## config.mk

```make
export PLATFORM = sky130hd
export DESIGN_NAME = vc32_switch_debounce
export DESIGN_NICKNAME = d
export VERILOG_FILES = /design/src/rtl/vc32_switch_debounce.sv
export SDC_FILE = /design/constraint.sdc
export NUM_CORES = 1
export LEC_CHECK = 0
export CAP_MARGIN = 25
export CELL_PAD_IN_SITES_DETAIL_PLACEMENT = 1
export CELL_PAD_IN_SITES_GLOBAL_PLACEMENT = 1
export CORE_MARGIN = 3
export CORE_UTILIZATION = 46
export CTS_CLUSTER_SIZE = 40
export DETAILED_ROUTE_END_ITERATION = 16
export GPL_TIMING_DRIVEN = 1
export PLACE_DENSITY = 0.86
export SLEW_MARGIN = 20
export SYNTH_ARGS = -nofsm -noshare
export SYNTH_HDL_FRONTEND = slang
export SYNTH_SLANG_ARGS = --single-unit
```

## constraint.sdc

```tcl
create_clock -name clk -period 3.28 [get_ports clk]
set_input_delay 0.656 -clock clk [delete_from_list [all_inputs] [get_ports clk]]
set_output_delay 0.656 -clock clk [all_outputs]
set_load 0.05 [all_outputs]
```

## src/rtl/vc32_switch_debounce.sv

```systemverilog
// Two-flop synchroniser plus prescaled per-bit sample-history debouncer with registered rise/fall pulses.
// Latency 2 + (STABLE_TICKS-1)*TICK_COUNT + 1 .. 2 + STABLE_TICKS*TICK_COUNT clocks; no backpressure, outputs valid every cycle.
module vc32_switch_debounce #(
    parameter int                 WIDTH        = 8,
    parameter int                 CNT_W        = 24,
    parameter logic [CNT_W-1:0]   TICK_COUNT   = CNT_W'(250_000),
    parameter int                 STABLE_TICKS = 4,
    parameter logic [WIDTH-1:0]   RESET_VALUE  = '0
) (
    input  logic             clk,
    input  logic             rst_n,
    input  logic             ena,
    input  logic [WIDTH-1:0] raw_in,
    output logic [WIDTH-1:0] db_out,
    output logic [WIDTH-1:0] rise,
    output logic [WIDTH-1:0] fall,
    output logic             changed,
    output logic             tick
);

    localparam logic [CNT_W-1:0] CNT_LAST = CNT_W'(TICK_COUNT - 1'b1);

    logic [WIDTH-1:0]                    s1_q, s_q;
    logic [CNT_W-1:0]                    cnt_q, cnt_d;
    logic [WIDTH-1:0][STABLE_TICKS-1:0]  hist_q, hist_d;
    logic [WIDTH-1:0]                    db_q, db_d;
    logic [WIDTH-1:0]                    rise_q, rise_d;
    logic [WIDTH-1:0]                    fall_q, fall_d;

    assign tick    = ena && (cnt_q == CNT_LAST);
    assign db_out  = db_q;
    assign rise    = rise_q;
    assign fall    = fall_q;
    assign changed = |(rise_q | fall_q);

    always_comb begin
        cnt_d  = cnt_q;
        hist_d = hist_q;
        db_d   = db_q;
        rise_d = '0;
        fall_d = '0;
        if (ena) begin
            cnt_d = tick ? '0 : cnt_q + 1'b1;
        end
        if (tick) begin
            for (int i = 0; i < WIDTH; i++) begin
                hist_d[i] = {hist_q[i][STABLE_TICKS-2:0], s_q[i]};
                // Acceptance looks at the history including the sample taken on this edge.
                if ((&hist_d[i]) && !db_q[i]) begin
                    db_d[i]   = 1'b1;
                    rise_d[i] = 1'b1;
                end else if (!(|hist_d[i]) && db_q[i]) begin
                    db_d[i]   = 1'b0;
                    fall_d[i] = 1'b1;
                end
            end
        end
    end

    always_ff @(posedge clk or negedge rst_n) begin
        if (!rst_n) begin
            s1_q   <= RESET_VALUE;
            s_q    <= RESET_VALUE;
            cnt_q  <= '0;
            db_q   <= RESET_VALUE;
            rise_q <= '0;
            fall_q <= '0;
            for (int i = 0; i < WIDTH; i++) begin
                hist_q[i] <= {STABLE_TICKS{RESET_VALUE[i]}};
            end
        end else begin
            s1_q   <= raw_in;
            s_q    <= s1_q;
            cnt_q  <= cnt_d;
            hist_q <= hist_d;
            db_q   <= db_d;
            rise_q <= rise_d;
            fall_q <= fall_d;
        end
    end

endmodule

```

==> results of run 1 <==
-- flip-flops by register name, summed over array words and instances, names as in the netlist --
| signal | cells |
|---|---|
| cnt_q | 24 |
| hist_q | 24 |
| db_out | 8 |
| fall | 8 |
| rise | 8 |
| s1_q | 8 |
| s_q | 8 |
-- where the power goes --
part	internal [W]	total, W	switching (W)
Combinational	0.0000686	0.000197	0.000128
Clock	0.000275	0.000669	0.000394
Sequential	0.00112	0.00117	0.0000460
Total	0.00147	0.00203	0.000568
-- stage by stage --
step	utilization	hold slack, ns	area, sq um	worst slack [ns]	total power [W]
6_report	0.5800	0.2314	4342	0.1389	0.002035
4_1_cts	0.5800	0.2361	4342	0.1320	0.002056
3_3_place_gp	0.5534	0.3322	4143	0.1429	0.001365
5_1_grt	0.5800	0.2437	4342	0.04454	0.002136
3_5_place_dp	0.5571	0.3363	4170	0.1324	0.001388
2_1_floorplan	-	0.3312	3677	0.2052	0.001280
-- cells in the final DEF (no fill, tap or decap), types with 5 or more instances in the layout --
cell                              count
sky130_fd_sc_hd__dfrtp_1             88
sky130_fd_sc_hd__nor3b_1              8
sky130_fd_sc_hd__and3_1              10
sky130_fd_sc_hd__or4_1               12
sky130_fd_sc_hd__xor2_1               7
sky130_fd_sc_hd__or3_1               15
sky130_fd_sc_hd__mux2_1              11
sky130_fd_sc_hd__and4b_1              8
sky130_fd_sc_hd__clkbuf_8             9
sky130_fd_sc_hd__nor4_1               8
sky130_fd_sc_hd__nand2_1             16
sky130_fd_sc_hd__a21o_1               8
sky130_fd_sc_hd__nand4_1             14
sky130_fd_sc_hd__buf_4                8
sky130_fd_sc_hd__nand3_1             10
sky130_fd_sc_hd__mux2_2              13
sky130_fd_sc_hd__clkdlybuf4s50_1     34
sky130_fd_sc_hd__xnor2_1             10
sky130_fd_sc_hd__a21oi_1              5
sky130_fd_sc_hd__nor2_1               8
sky130_fd_sc_hd__o41ai_1              8
-- layout make-up --
cell class                 instances  area share
clock buffer                       9     0.02853
clock inverter                     7     0.01095
inverter                           5    0.006052
multi-input combinational        189      0.3156
sequential                        88      0.5072
tap                               99     0.02853
timing repair buffer              44      0.1032
-- logic make-up after synthesis --
kind of cell               synth area share
adders and majority gates          0.003402
xor gates and xnor gates            0.04049
muxes                               0.07349
DFF                                  0.5988
AOI/OAI and AO/OA                   0.05580
buffers and inverters               0.02858
and+or+nand+nor                      0.1994
-- path summary, 6_finish.rpt --
path	start	to	slack (ns)
min in group clk	s1_q[6]$_DFF_PN0_	s_q[6]$_DFF_PN0_	0.35
setup reg to reg	cnt_q[1]$_DFFE_PN0P_	hist_q[0]$_DFFE_PN0P_	0.70
setup / recovery	ena	tick	0.14
hold / removal	rst_n	s1_q[5]$_DFF_PN0_	0.23
hold reg to reg	s1_q[6]$_DFF_PN0_	s_q[6]$_DFF_PN0_	0.35
max in group asynchronous	rst_n	s_q[1]$_DFF_PN0_	2.44
-- critical path, stage by stage --
cell and delay [ns]:
sky130_fd_sc_hd__clkdlybuf4s50_1 0.49, sky130_fd_sc_hd__nand3_1 0.10, sky130_fd_sc_hd__or4_1 0.52, sky130_fd_sc_hd__or3_1 0.48, sky130_fd_sc_hd__inv_8 0.10, sky130_fd_sc_hd__buf_12 0.13
-- per-layer routing --
| metal | vias to the layer above | part of all wire |
|---|---|---|
| li1 | 1181 | - |
| met1 | 1344 | 0.43 |
| met2 | 38 | 0.52 |
| met3 | 7 | 0.037 |
| met4 | 0 | 0.013 |
| met5 | - | 0 |
==> flow_results.xml, run 1 <==
<?xml version="1.0" encoding="UTF-8"?>
<metrics>
  <group name="grt">
    <metric name="grt_use_met3" unit="">0.05446</metric>
    <metric name="busiest_layer" unit="">met2</metric>
    <metric name="antenna_found_initial" unit="">0</metric>
    <metric name="pin_count_of_the_biggest_net_entering_global_routing" unit="">56</metric>
    <metric name="use_met2" unit="">0.3452</metric>
    <metric name="grtUsageTotal" unit="">0.2057</metric>
    <metric name="grt_pass1_wl" unit="mm">14.02</metric>
    <metric name="grt_use_met1" unit="">0.2574</metric>
    <metric name="global_route.overflow_total" unit="">0</metric>
    <metric name="via_count_of_the_first_global_routing_pass" unit="">2765</metric>
  </group>
  <group name="finish">
    <metric name="fillers" unit="">769</metric>
    <metric name="n_antenna_cell" unit="">0</metric>
    <metric name="final_nets" unit="">349</metric>
    <metric name="stdcell_count" unit="">441</metric>
    <metric name="multi_input_area" unit="sq um">1370</metric>
    <metric name="final_layout_size_suffix_gt1_frac" unit="">0.1199</metric>
    <metric name="seqCellArea" unit="sq um">2202</metric>
    <metric name="syn2layout_area_growth" unit="%">18.07</metric>
  </group>
  <group name="yosys">
    <metric name="ys_top_cells_by_count" unit="">sky130_fd_sc_hd__dfrtp_1 (88), sky130_fd_sc_hd__nand2_1 (16), sky130_fd_sc_hd__or3_1 (15), sky130_fd_sc_hd__nand4_1 (14), sky130_fd_sc_hd__mux2_2 (13)</metric>
    <metric name="dominantRegCellSynth" unit="">sky130_fd_sc_hd__dfrtp_1</metric>
    <metric name="synth_most_common_cell" unit="">sky130_fd_sc_hd__dfrtp_1</metric>
    <metric name="post_synth_instance_area" unit="sq um">3677</metric>
    <metric name="postSynth.asyncResetShare" unit="">1.000</metric>
    <metric name="postSynthCellCount" unit="">293</metric>
    <metric name="yosys-top-cells-area" unit="">sky130_fd_sc_hd__dfrtp_1 (60%), sky130_fd_sc_hd__mux2_2 (4.0%), sky130_fd_sc_hd__mux2_1 (3.4%)</metric>
    <metric name="top_cell_type_s_share_of_synthesized_area" unit="">0.5988</metric>
    <metric name="synth_top_area_cell" unit="">sky130_fd_sc_hd__dfrtp_1</metric>
    <metric name="syn_area_per_cell" unit="sq um">12.55</metric>
    <metric name="seq_total_area_yosys" unit="">0.5988</metric>
    <metric name="synth_unique_cells" unit="">35</metric>
    <metric name="post_synthesis_sequential_element_count" unit="">88</metric>
    <metric name="total_number_of_yosys_warnings" unit="">0</metric>
    <metric name="postSynthNetCount" unit="">305</metric>
    <metric name="synth_enable_flop_cells" unit="">0</metric>
  </group>
  <group name="timing">
    <metric name="finalSetupViolCount" unit="">0</metric>
    <metric name="skew" unit="ns">0.009970</metric>
    <metric name="finalMaxSlewViolations" unit="">0</metric>
    <metric name="timing.max_slew.rel_slack" unit="">0.6590</metric>
    <metric name="final_clock_period_utilization_by_the_worst_path" unit="">0.9576</metric>
    <metric name="max_freq" unit="MHz">318.4</metric>
    <metric name="worst-slew-pin-transition" unit="ns">0.5099</metric>
    <metric name="setup_tns_final" unit="ns">0</metric>
    <metric name="final_hold_violation_count" unit="">0</metric>
    <metric name="rsz0062_at_grt" unit="">false</metric>
    <metric name="minimum_period_implied_by_the_final_worst_setup_slack" unit="ns">3.141</metric>
  </group>
  <group name="drt">
    <metric name="antenna_left" unit="">0</metric>
    <metric name="detail_route.drc_violations" unit="">0</metric>
    <metric name="average_via_count_per_standard_cell" unit="">5.828</metric>
    <metric name="drt-wirelength-per-cell" unit="um">18.65</metric>
    <metric name="router_iterations_before_antenna_repair" unit="">4</metric>
    <metric name="detailroute.via_count" unit="">2570</metric>
    <metric name="drtIter0Drc" unit="">92</metric>
    <metric name="finalWirelength" unit="mm">8.225</metric>
  </group>
  <group name="cts">
    <metric name="hold_buffers" unit="">0</metric>
    <metric name="clock_tree.buffer_depth" unit="">2</metric>
    <metric name="cts.repair.resized" unit="">0</metric>
    <metric name="cts_num_sinks" unit="">88</metric>
    <metric name="clockRootBuffer" unit="">sky130_fd_sc_hd__clkbuf_8</metric>
    <metric name="clkTransAtPathRegs" unit="ns">0.09</metric>
    <metric name="cts_setup_buffers" unit="">0</metric>
    <metric name="cts_buffers" unit="">9</metric>
    <metric name="htree_levels" unit="">3</metric>
    <metric name="cts_tree" unit="">done</metric>
    <metric name="insertion_delay" unit="ns">0.36</metric>
  </group>
  <group name="setup_path">
    <metric name="critPathArrivalTime" unit="ns">2.49</metric>
    <metric name="crit_type" unit="">input port to output pin</metric>
    <metric name="ff2ff_path_depth" unit="">7</metric>
    <metric name="largest_fanout_on_the_critical_path" unit="">3</metric>
    <metric name="critical_path_required" unit="ns">2.62</metric>
    <metric name="worst_setup_path_start_kind" unit="">input port</metric>
    <metric name="setup.worst_path.end_class" unit="">output pin</metric>
  </group>
  <group name="place">
    <metric name="gp_congestion" unit="">0.7309</metric>
    <metric name="placedCellCount" unit="">425</metric>
    <metric name="post-dp-hpwl" unit="mm">5.822</metric>
    <metric name="buffer_ports.inserted" unit="">36</metric>
  </group>
  <group name="pwr">
    <metric name="power.density" unit="nW/um^2">468.7</metric>
    <metric name="static-leakage-power" unit="nW">1.947</metric>
    <metric name="worst_ir_drop_vdd" unit="mV">0.2881</metric>
  </group>
  <group name="floorplanning">
    <metric name="chip_height" unit="um">95.41</metric>
    <metric name="row_count" unit="">31</metric>
    <metric name="top_level_ports" unit="">37</metric>
    <metric name="die-area" unit="sq um">9103</metric>
    <metric name="start_util" unit="">0.4912</metric>
    <metric name="dieWidth" unit="um">95.41</metric>
    <metric name="placeableCoreArea" unit="sq um">7486</metric>
  </group>
  <group name="job">
    <metric name="cap_violations" unit="">0</metric>
  </group>
  <group name="outcome">
    <metric name="outcome" unit="">completed</metric>
  </group>
  <group name="min_path">
    <metric name="timing.hold.worst.class" unit="">input port to async pin</metric>
  </group>
</metrics>
(Power assumes the default switching activity.)
==> run 2: changes to the inputs <==
- CELL_PAD_IN_SITES_DETAIL_PLACEMENT: 1 -> 2
- CELL_PAD_IN_SITES_GLOBAL_PLACEMENT: 1 -> 2
- CORE_UTILIZATION: 46 -> 39
==> flow_results.xml, run 2 (synthesis gave the netlist of run 1 again) <==
<?xml version="1.0" encoding="UTF-8"?>
<metrics>
  <group name="timing">
    <metric name="timing.max_slew.rel_slack" unit="">0.5865</metric>
    <metric name="worst-slew-pin-transition" unit="ns">0.6203</metric>
    <metric name="minimum_period_implied_by_the_final_worst_setup_slack" unit="ns">3.179</metric>
    <metric name="finalWorstSetupSlack" unit="ns">0.1015</metric>
    <metric name="finalSetupViolCount" unit="">0</metric>
    <metric name="setup_tns_final" unit="ns">0</metric>
    <metric name="hold_slack" unit="ns">0.2802</metric>
    <metric name="skew" unit="ns">0.01979</metric>
    <metric name="finalMaxSlewViolations" unit="">0</metric>
    <metric name="final_clock_period_utilization_by_the_worst_path" unit="">0.9691</metric>
    <metric name="final_hold_violation_count" unit="">0</metric>
    <metric name="rsz0062_at_grt" unit="">false</metric>
    <metric name="max_freq" unit="MHz">314.6</metric>
  </group>
  <group name="pwr">
    <metric name="power.clock.fraction" unit="">0.385</metric>
    <metric name="p_int" unit="W">0.001626</metric>
    <metric name="power_frac_seq" unit="">0.524</metric>
    <metric name="combinationalPowerShare" unit="">0.092</metric>
    <metric name="power.density" unit="nW/um^2">509.1</metric>
    <metric name="worst_ir_drop_vdd" unit="mV">0.2872</metric>
    <metric name="sw_frac_of_total" unit="">0.2739</metric>
    <metric name="static-leakage-power" unit="nW">1.966</metric>
    <metric name="design_power_total" unit="W">0.002240</metric>
    <metric name="p_sw" unit="W">0.0006135</metric>
  </group>
  <group name="finish">
    <metric name="final_common_cell" unit="">sky130_fd_sc_hd__dfrtp_1</metric>
    <metric name="final_layout_size_suffix_gt1_frac" unit="">0.1254</metric>
    <metric name="syn2layout_area_growth" unit="%">19.63</metric>
    <metric name="most-common-layout-cells" unit="">sky130_fd_sc_hd__dfrtp_1 (88), sky130_fd_sc_hd__clkdlybuf4s50_1 (34), sky130_fd_sc_hd__nand2_1 (16), sky130_fd_sc_hd__or3_1 (14), sky130_fd_sc_hd__nand4_1 (14)</metric>
    <metric name="final_nets" unit="">350</metric>
    <metric name="reg_top3" unit="">cnt_q: 24 flops, hist_q: 24 flops</metric>
    <metric name="n_antenna_cell" unit="">0</metric>
  </group>
  <group name="floorplanning">
    <metric name="placeableCoreArea" unit="sq um">8934</metric>
    <metric name="row_count" unit="">34</metric>
    <metric name="start_util" unit="">0.4116</metric>
    <metric name="die-area" unit="sq um">10630</metric>
    <metric name="top_level_ports" unit="">37</metric>
    <metric name="chip_height" unit="um">103.1</metric>
    <metric name="dieWidth" unit="um">103.1</metric>
  </group>
  <group name="grt">
    <metric name="global_route.overflow_total" unit="">0</metric>
    <metric name="via_count_of_the_first_global_routing_pass" unit="">2981</metric>
    <metric name="pin_count_of_the_biggest_net_entering_global_routing" unit="">47</metric>
    <metric name="antenna_found_initial" unit="">0</metric>
    <metric name="grt_pass1_wl" unit="mm">17.19</metric>
    <metric name="grtUsageTotal" unit="">0.2164</metric>
  </group>
  <group name="drt">
    <metric name="drt-wirelength-per-cell" unit="um">23.04</metric>
    <metric name="drtIter0Drc" unit="">82</metric>
    <metric name="detailroute.via_count" unit="">2688</metric>
    <metric name="detail_route.drc_violations" unit="">0</metric>
    <metric name="antenna_left" unit="">0</metric>
    <metric name="router_iterations_before_antenna_repair" unit="">4</metric>
    <metric name="average_via_count_per_standard_cell" unit="">5.960</metric>
    <metric name="finalWirelength" unit="mm">10.39</metric>
  </group>
  <group name="outcome">
    <metric name="outcome" unit="">completed</metric>
  </group>
  <group name="setup_path">
    <metric name="crit-reg2reg-launch" unit="">cnt_q[0]$_DFFE_PN0P_</metric>
    <metric name="critical_path_required" unit="ns">2.62</metric>
    <metric name="critPathArrivalTime" unit="ns">2.52</metric>
    <metric name="worst-r2r-setup-slack" unit="ns">0.62</metric>
    <metric name="ff2ff_path_depth" unit="">7</metric>
    <metric name="setup.worst_path.end_class" unit="">output pin</metric>
    <metric name="crit-reg2reg-capture" unit="">hist_q[30]$_DFFE_PN0P_</metric>
    <metric name="crit_type" unit="">input port to output pin</metric>
    <metric name="largest_fanout_on_the_critical_path" unit="">4</metric>
    <metric name="worst_setup_path_start_kind" unit="">input port</metric>
  </group>
  <group name="cts">
    <metric name="cts_buffers" unit="">9</metric>
    <metric name="clkTransAtPathRegs" unit="ns">0.09</metric>
    <metric name="cts_num_sinks" unit="">88</metric>
    <metric name="cts_tree" unit="">done</metric>
    <metric name="insertion_delay" unit="ns">0.37</metric>
    <metric name="clockRootBuffer" unit="">sky130_fd_sc_hd__clkbuf_8</metric>
    <metric name="htree_levels" unit="">3</metric>
    <metric name="hold_buffers" unit="">0</metric>
    <metric name="clock_tree.buffer_depth" unit="">2</metric>
  </group>
  <group name="job">
    <metric name="cap_violations" unit="">0</metric>
  </group>
  <group name="place">
    <metric name="post-place-ws" unit="ns">0.06119</metric>
    <metric name="post-dp-hpwl" unit="mm">6.392</metric>
    <metric name="gp_congestion" unit="">0.7559</metric>
    <metric name="buffer_ports.inserted" unit="">36</metric>
  </group>
  <group name="min_path">
    <metric name="timing.hold.worst.class" unit="">input port to async pin</metric>
  </group>
</metrics>
==> run 2: repair_timing <==
| item | in CTS | in global routing |
|---|---|---|
| buffers inserted | 0 | 0 |
| setup endpoints to repair | 0 | 1 |
| gates resized for setup | 0 | 1 |
==> run 2: stage by stage <==
stage | area (sq um) | std cells | util
6_report | 4399 | 451 | 0.4924
5_1_grt | 4399 | 451 | 0.4924
4_1_cts | 4394 | 451 | 0.4919
3_5_place_dp | 4169 | 435 | 0.4667
3_3_place_gp | 4169 | 435 | 0.4667
2_1_floorplan | 3677 | 293 | -
==> run 2: worst max-delay path by stage <==
| stage | start | endpoint | depth (start not counted) |
|---|---|---|---|
| final | ena | tick | 6 |
| after global routing | ena | tick | 6 |
| after CTS | ena | tick | 6 |
| after detailed placement | ena | tick | 6 |
| after global placement | ena | tick | 6 |
| after floorplan | ena | tick | 9 |
==> run 2: cell type report <==
class | instances | area (sq um)
Fill cell | 893 | 4534
Sequential cell | 88 | 2202
Multi-Input combinational cell | 189 | 1375
Timing Repair Buffer | 45 | 435.4
Tap cell | 108 | 135.1
Clock buffer | 9 | 123.9
Clock inverter | 7 | 101.3
Inverter | 5 | 26.28
==> run 2: worst max-delay path, stage by stage <==
cell and delay, ns:
sky130_fd_sc_hd__clkdlybuf4s50_1 0.49, sky130_fd_sc_hd__nand3_1 0.12, sky130_fd_sc_hd__or4_1 0.58, sky130_fd_sc_hd__or3_4 0.46
sky130_fd_sc_hd__inv_8 0.08, sky130_fd_sc_hd__buf_12 0.13
==> run 2: power groups by stage <==
| stage | logic [W] | clock network (W) | registers (W) |
|---|---|---|---|
| 2_1_floorplan | 0.000106 | 0 | 0.00117 |
| 3_3_place_gp | 0.000187 | 0 | 0.00119 |
| 3_5_place_dp | 0.000197 | 0 | 0.00119 |
| 4_1_cts | 0.000203 | 0.000880 | 0.00117 |
| 5_1_grt | 0.000226 | 0.000926 | 0.00118 |
| 6_report | 0.000205 | 0.000861 | 0.00117 |
==> run 2: routing by layer <==
metal | track usage | up-vias | wire length (um)
li1 | - | 1187 | -
met1 | 0.2744 | 1420 | 4436
met2 | 0.3749 | 66 | 5402
met3 | 0.04195 | 15 | 336
met4 | 0.06574 | 0 | 212
met5 | 0 | - | 0
